### src/rtl/product_accumulator.sv
// ---------------------------------------------------------------------------
// product_accumulator
//
// Sums a programmed number of 16-bit unsigned products arriving one beat at a
// time over a valid/ready handshake, then presents the total with a sticky
// overflow flag until the downstream side consumes it.
//
// Ports:
//   clk        rising-edge clock
//   rst_n      asynchronous active-low reset
//   start      begin a new run (only honoured in IDLE)
//   len        number of products to sum, sampled with start; 0 means 256
//   prod       unsigned product from the upstream multiplier
//   in_valid   prod is valid this cycle
//   in_ready   block accepts prod this cycle (high in ACCUM)
//   sum        accumulator register, meaningful while out_valid is high
//   ovf        sticky: a carry left the top accumulator bit during this run
//   out_valid  result available (high in DONE)
//   out_ready  downstream consumes the result
//   busy       high whenever the block is not IDLE
// ---------------------------------------------------------------------------
module product_accumulator #(
   parameter int ACC_W = 24
) (
   input  logic             clk,
   input  logic             rst_n,
   input  logic             start,
   input  logic [7:0]       len,
   input  logic [15:0]      prod,
   input  logic             in_valid,
   output logic             in_ready,
   output logic [ACC_W-1:0] sum,
   output logic             ovf,
   output logic             out_valid,
   input  logic             out_ready,
   output logic             busy
);

   typedef enum logic [1:0] {
      IDLE  = 2'd0,
      ACCUM = 2'd1,
      DONE  = 2'd2
   } state_t;

   state_t           state_q, state_d;
   logic [ACC_W-1:0] acc_q, acc_d;
   logic [8:0]       count_q, count_d;
   logic [8:0]       target_q, target_d;
   logic             ovf_q, ovf_d;

   // One extra bit on the adder captures the carry that feeds the sticky flag.
   logic [ACC_W:0]   sum_ext;
   logic [8:0]       count_inc;

   assign sum_ext   = {1'b0, acc_q} + {{(ACC_W + 1 - 16){1'b0}}, prod};
   assign count_inc = count_q + 9'd1;

   // Handshake outputs are pure decodes of the state register so they never
   // depend combinationally on in_valid or out_ready.
   assign in_ready  = (state_q == ACCUM);
   assign out_valid = (state_q == DONE);
   assign busy      = (state_q != IDLE);
   assign sum       = acc_q;
   assign ovf       = ovf_q;

   // Next-state and datapath update.
   always_comb begin
      state_d  = state_q;
      acc_d    = acc_q;
      count_d  = count_q;
      target_d = target_q;
      ovf_d    = ovf_q;
      unique case (state_q)
         IDLE: begin
            if (start) begin
               // A zero length encodes a full 256-beat run.
               target_d = (len == 8'd0) ? 9'd256 : {1'b0, len};
               acc_d    = '0;
               count_d  = '0;
               ovf_d    = 1'b0;
               state_d  = ACCUM;
            end
         end
         ACCUM: begin
            if (in_valid) begin
               acc_d   = sum_ext[ACC_W-1:0];
               count_d = count_inc;
               if (sum_ext[ACC_W]) begin
                  ovf_d = 1'b1;
               end
               if (count_inc == target_q) begin
                  state_d = DONE;
               end
            end
         end
         DONE: begin
            if (out_ready) begin
               state_d = IDLE;
            end
         end
         default: begin
            state_d = IDLE;
         end
      endcase
   end

   // State and datapath registers.
   always_ff @(posedge clk or negedge rst_n) begin
      if (!rst_n) begin
         state_q  <= IDLE;
         acc_q    <= '0;
         count_q  <= '0;
         target_q <= '0;
         ovf_q    <= 1'b0;
      end else begin
         state_q  <= state_d;
         acc_q    <= acc_d;
         count_q  <= count_d;
         target_q <= target_d;
         ovf_q    <= ovf_d;
      end
   end

endmodule

### config.mk
export PLATFORM = sky130hd
export DESIGN_NAME = product_accumulator
export DESIGN_NICKNAME = d
export VERILOG_FILES = /design/src/rtl/product_accumulator.sv
export SDC_FILE = /design/constraint.sdc
export NUM_CORES = 1
export LEC_CHECK = 0
export BUFFER_PORTS_ARGS = -buffer_cell sky130_fd_sc_hd__buf_2
export CAP_MARGIN = 40
export CORE_UTILIZATION = 45
export CTS_CLUSTER_DIAMETER = 100
export DETAILED_ROUTE_END_ITERATION = 16
export PLACE_DENSITY = 0.7
export SETUP_SLACK_MARGIN = 0.2
export SYNTH_ARGS = -nofsm -noshare
export SYNTH_HDL_FRONTEND = slang
export SYNTH_SLANG_ARGS = --single-unit
### constraint.sdc
create_clock -name clk -period 2.3 [get_ports clk]
set_input_delay 0.345 -clock clk [delete_from_list [all_inputs] [get_ports clk]]
set_output_delay 0.345 -clock clk [all_outputs]
set_load 0.005 [all_outputs]
==> flow_summary_export.csv <==
group,metric,value,unit
run_status,outcome,"finished, violations left",
run_status,violations,"design-rule violations",
clock_network,cts-root-buf,"clkbuf_8",
flow_run,max_cap_viol_count,0,
floorplanning,die-area,7090,µm²
floorplanning,initial_core_util,0.474,
clock_network,cts_buffers,5,
drt,drt_iter0_markers,137,
clock_network,clock_path_buffers,2,
final_layout,fill_cells,573,
synthesis,synth_compound_area_frac,0.208,
synthesis,synthAdderAreaFrac,0.0765,
final_layout,multiInputGateArea,2100,µm²
critical_path,cp_max_fo,5,
sta,setup_ws,0.261,ns
floorplanning,rows,29,
final_layout,seq_area,1130,µm²
synthesis,synth_edf_count,0,
critical_path,crit_path_start,"sum[8]$_DFFE_PN0P_",
synthesis,ys.flop_type,"dfrtp_1",
synthesis,synthArstFlopShare,1.00,
floorplanning,io_pins,57,
place,place_ws,0.0413,ns
critical_path,cp-end-kind,"flip-flop",
sta,fin_setup_tns,0,ns
synthesis,syn_area,3040,µm²
sta,max_slew_margin,0.610,
synthesis,synthCells,342,
synthesis,synth_top_cell_by_area,"dfrtp_1",
drt,vias_per_cell,5.83,
drt,antenna_left,0,
critical_path,start_kind,"flip-flop",
global_routing,antenna_found_initial,0,
place,gp_congestion,0.934,
synthesis,synthSimpleGateAreaFrac,0.225,
floorplanning,die_h,84.2,µm
drt,dr_total_vias,2873,
synthesis,yosysWarnings,0,
synthesis,yosysMostFrequentCell,"nand2_1",
critical_path,cp.required,2.50,ns
clock_network,htree_levels,2,
sta,whs,0.109,ns
final_layout,drive_gt1_frac,0.325,
synthesis,synth_fp_nets,389,
sta,setup-violations-final,0,
global_routing,grt_usage,0.217,
drt,wl,7740,µm
critical_path,reg2reg_to,"sum[15]$_DFFE_PN0P_",
critical_path,r2r_slack,0.26,ns
synthesis,synth_seq_cells,45,
place,dp_hpwl,5160,µm
synthesis,synth.area.mux_share,0.0234,
sta,period_minus_slack,2.04,ns
global_routing,grt.overflow.total,0,
power_and_ir_drop,leakage,1.77,nW
sta,drv_slew,0,
floorplanning,core-area,6420,µm²
clock_network,insertion_delay,0.31,ns
sta,period_share,0.887,
synthesis,synth_top_family_by_area,"simple AND/OR/NAND/NOR gates",
synthesis,avgSynthCellArea,8.89,µm²
synthesis,synth_top_area_frac,0.370,
critical_path,critical_path.reg2reg.startpoint,"sum[8]$_DFFE_PN0P_",
synthesis,synthTopCellsByCount,"nand2_1, dfrtp_1, o21ai_0, a21oi_1",
global_routing,grt_pass1_wl,12500,µm
place,io_buffer_count,56,
drt,dr.pass1.iters,10,
sta,rsz0062_at_grt,"true",
final_layout,nNetsFinal,462,
clock_network,cts_tree,"yes",
sta,fin_skew,0.00515,ns
sta,worstMarginPinSlew,0.585,ns
power_and_ir_drop,powerDensity,1230,nW/µm²
synthesis,yosysSeqAreaShare,0.370,
sta,finalHoldViolations,0,
clock_network,clk_pin_slew,0.09,ns
synthesis,synth_xor_area_frac,0.0749,
final_layout,n_antenna_cell,0,
global_routing,grt_pass1_vias,2674,
critical_path,critPathArrivalTime,2.24,ns
drt,remaining_drc_errors,8,
floorplanning,die_x,84.2,µm
critical_path,worstSetupPathType,"flip-flop to flip-flop",
drt,wl_per_cell,15.7,µm
final_layout,syn2layout_area_growth,27.4,%
clock_network,clock_sinks,45,
synthesis,synth.area.top_cells,"dfrtp_1, nand2_1, ha_1",
global_routing,grt_start_max_net_pins,46,
critical_path,reg2reg_depth,8,
hold_path,hold_path_class,"primary input to async pin",
synthesis,yosysUniqueCellTypes,60,
sta,max_freq,490,MHz
power_and_ir_drop,max-vdd-ir-drop,0.000485,V
==> through the flow <==
| step | power (mW) | utilization | cells | instance area (µm²) |
|---|---|---|---|---|
| floorplan | 2.93 | - | 342 | 3040 |
| detailed placement | 3.65 | 0.541 | 477 | 3480 |
| finish | 4.76 | 0.604 | 493 | 3880 |
| global route | 5.16 | 0.604 | 493 | 3880 |
| CTS | 4.33 | 0.567 | 488 | 3640 |
| global placement | 3.61 | 0.541 | 477 | 3480 |
==> worst max-delay path, stage by stage, from the launching register on <==
cell	delay (ns)
dfrtp_1	0.41
ha_1	0.34
buf_4	0.17
nand2_1	0.09
a21oi_2	0.19
o32ai_4	0.15
nor4_2	0.30
mux2i_1	0.22
nand2_1	0.06
==> registers in the layout (all words and copies together), names as in the netlist <==
| register | cells |
|---|---|
| sum | 24 |
| state_q | 2 |
| target_q | 9 |
| count_q | 9 |
| ovf | 1 |
==> cells by family (layout without fill, tap and decap cells) <==
family	after synthesis	count (layout)
AO/OA/AOI/OAI	97	97
adder cells (fa/ha/maj)	18	18
multiplexers	7	7
flip-flops	45	45
AND/OR/NAND/NOR	132	134
buffers and inverters	17	89
XOR/XNOR	26	26
==> repair_timing <==
item	in CTS	in global routing
hold buffers	0	0
setup endpoints to repair	12	17
resized for setup	8	39
cloned	0	2
endpoints found under the hold margin	0	0
buffers inserted	3	3
pin swaps	5	15
==> per-layer routing <==
| layer | GRT usage | vias to the layer above | wire length [µm] |
|---|---|---|---|
| met4 | 0.0564 | 0 | 46 |
| met1 | 0.308 | 1416 | 3720 |
| met2 | 0.342 | 68 | 3650 |
| met3 | 0.0423 | 6 | 321 |
| li1 | - | 1383 | - |
| met5 | 0 | - | 0 |
==> layout by cell type (no fill, tap or decap), drive strengths merged, types with 2 or more instances in the layout <==
cell type / Yosys / routed
xnor2: 17 / 17
o21ai: 36 / 36
xor2: 9 / 9
o21a: 2 / 2
ha: 17 / 17
and4: 3 / 3
a22o: 4 / 4
inv: 5 / 5
nand4: 3 / 3
o31ai: 4 / 4
nor2b: 2 / 2
nor3: 5 / 5
a21oi: 22 / 22
nor3b: 2 / 2
and3: 7 / 7
or3b: 1 / 2
a21o: 6 / 6
o211ai: 3 / 3
clkbuf: 10 / 6
nor4: 4 / 4
nand3: 8 / 9
a2111o: 3 / 3
dfrtp: 45 / 45
mux2i: 6 / 6
o21bai: 2 / 2
nor2: 12 / 12
a211oi: 5 / 5
o22ai: 2 / 2
clkinv: 0 / 2
buf: 2 / 76
nand2: 70 / 70
a31oi: 2 / 2
nand2b: 7 / 7
==> report_power, final <==
part / switching [mW] / internal (mW) / total (mW)
clock: 0.300 / 0.244 / 0.544
combinational: 1.53 / 1.35 / 2.88
sequential: 0.278 / 1.06 / 1.34
==> worst max path at each step <==
stage | to | slack (ns) | cells after the start
3_3_place_gp | ovf$_DFFE_PN0P_ | 0.08 | 9
2_1_floorplan | ovf$_DFFE_PN0P_ | 0.25 | 8
6_report | sum[15]$_DFFE_PN0P_ | 0.26 | 8
4_1_cts | sum[17]$_DFFE_PN0P_ | 0.21 | 8
5_1_grt | sum[12]$_DFFE_PN0P_ | 0.15 | 8
3_5_place_dp | ovf$_DFFE_PN0P_ | 0.04 | 9
==> layout make-up <==
class / instances / share of cell area
clock inverters: 2 / 0.00355
clock buffers: 6 / 0.0213
inverters: 5 / 0.00484
well taps: 77 / 0.0249
repair buffers: 76 / 0.113
multi-input cells: 282 / 0.542
flip-flops and latches: 45 / 0.291
No activity file was read; power rests on OpenSTA's default activity.
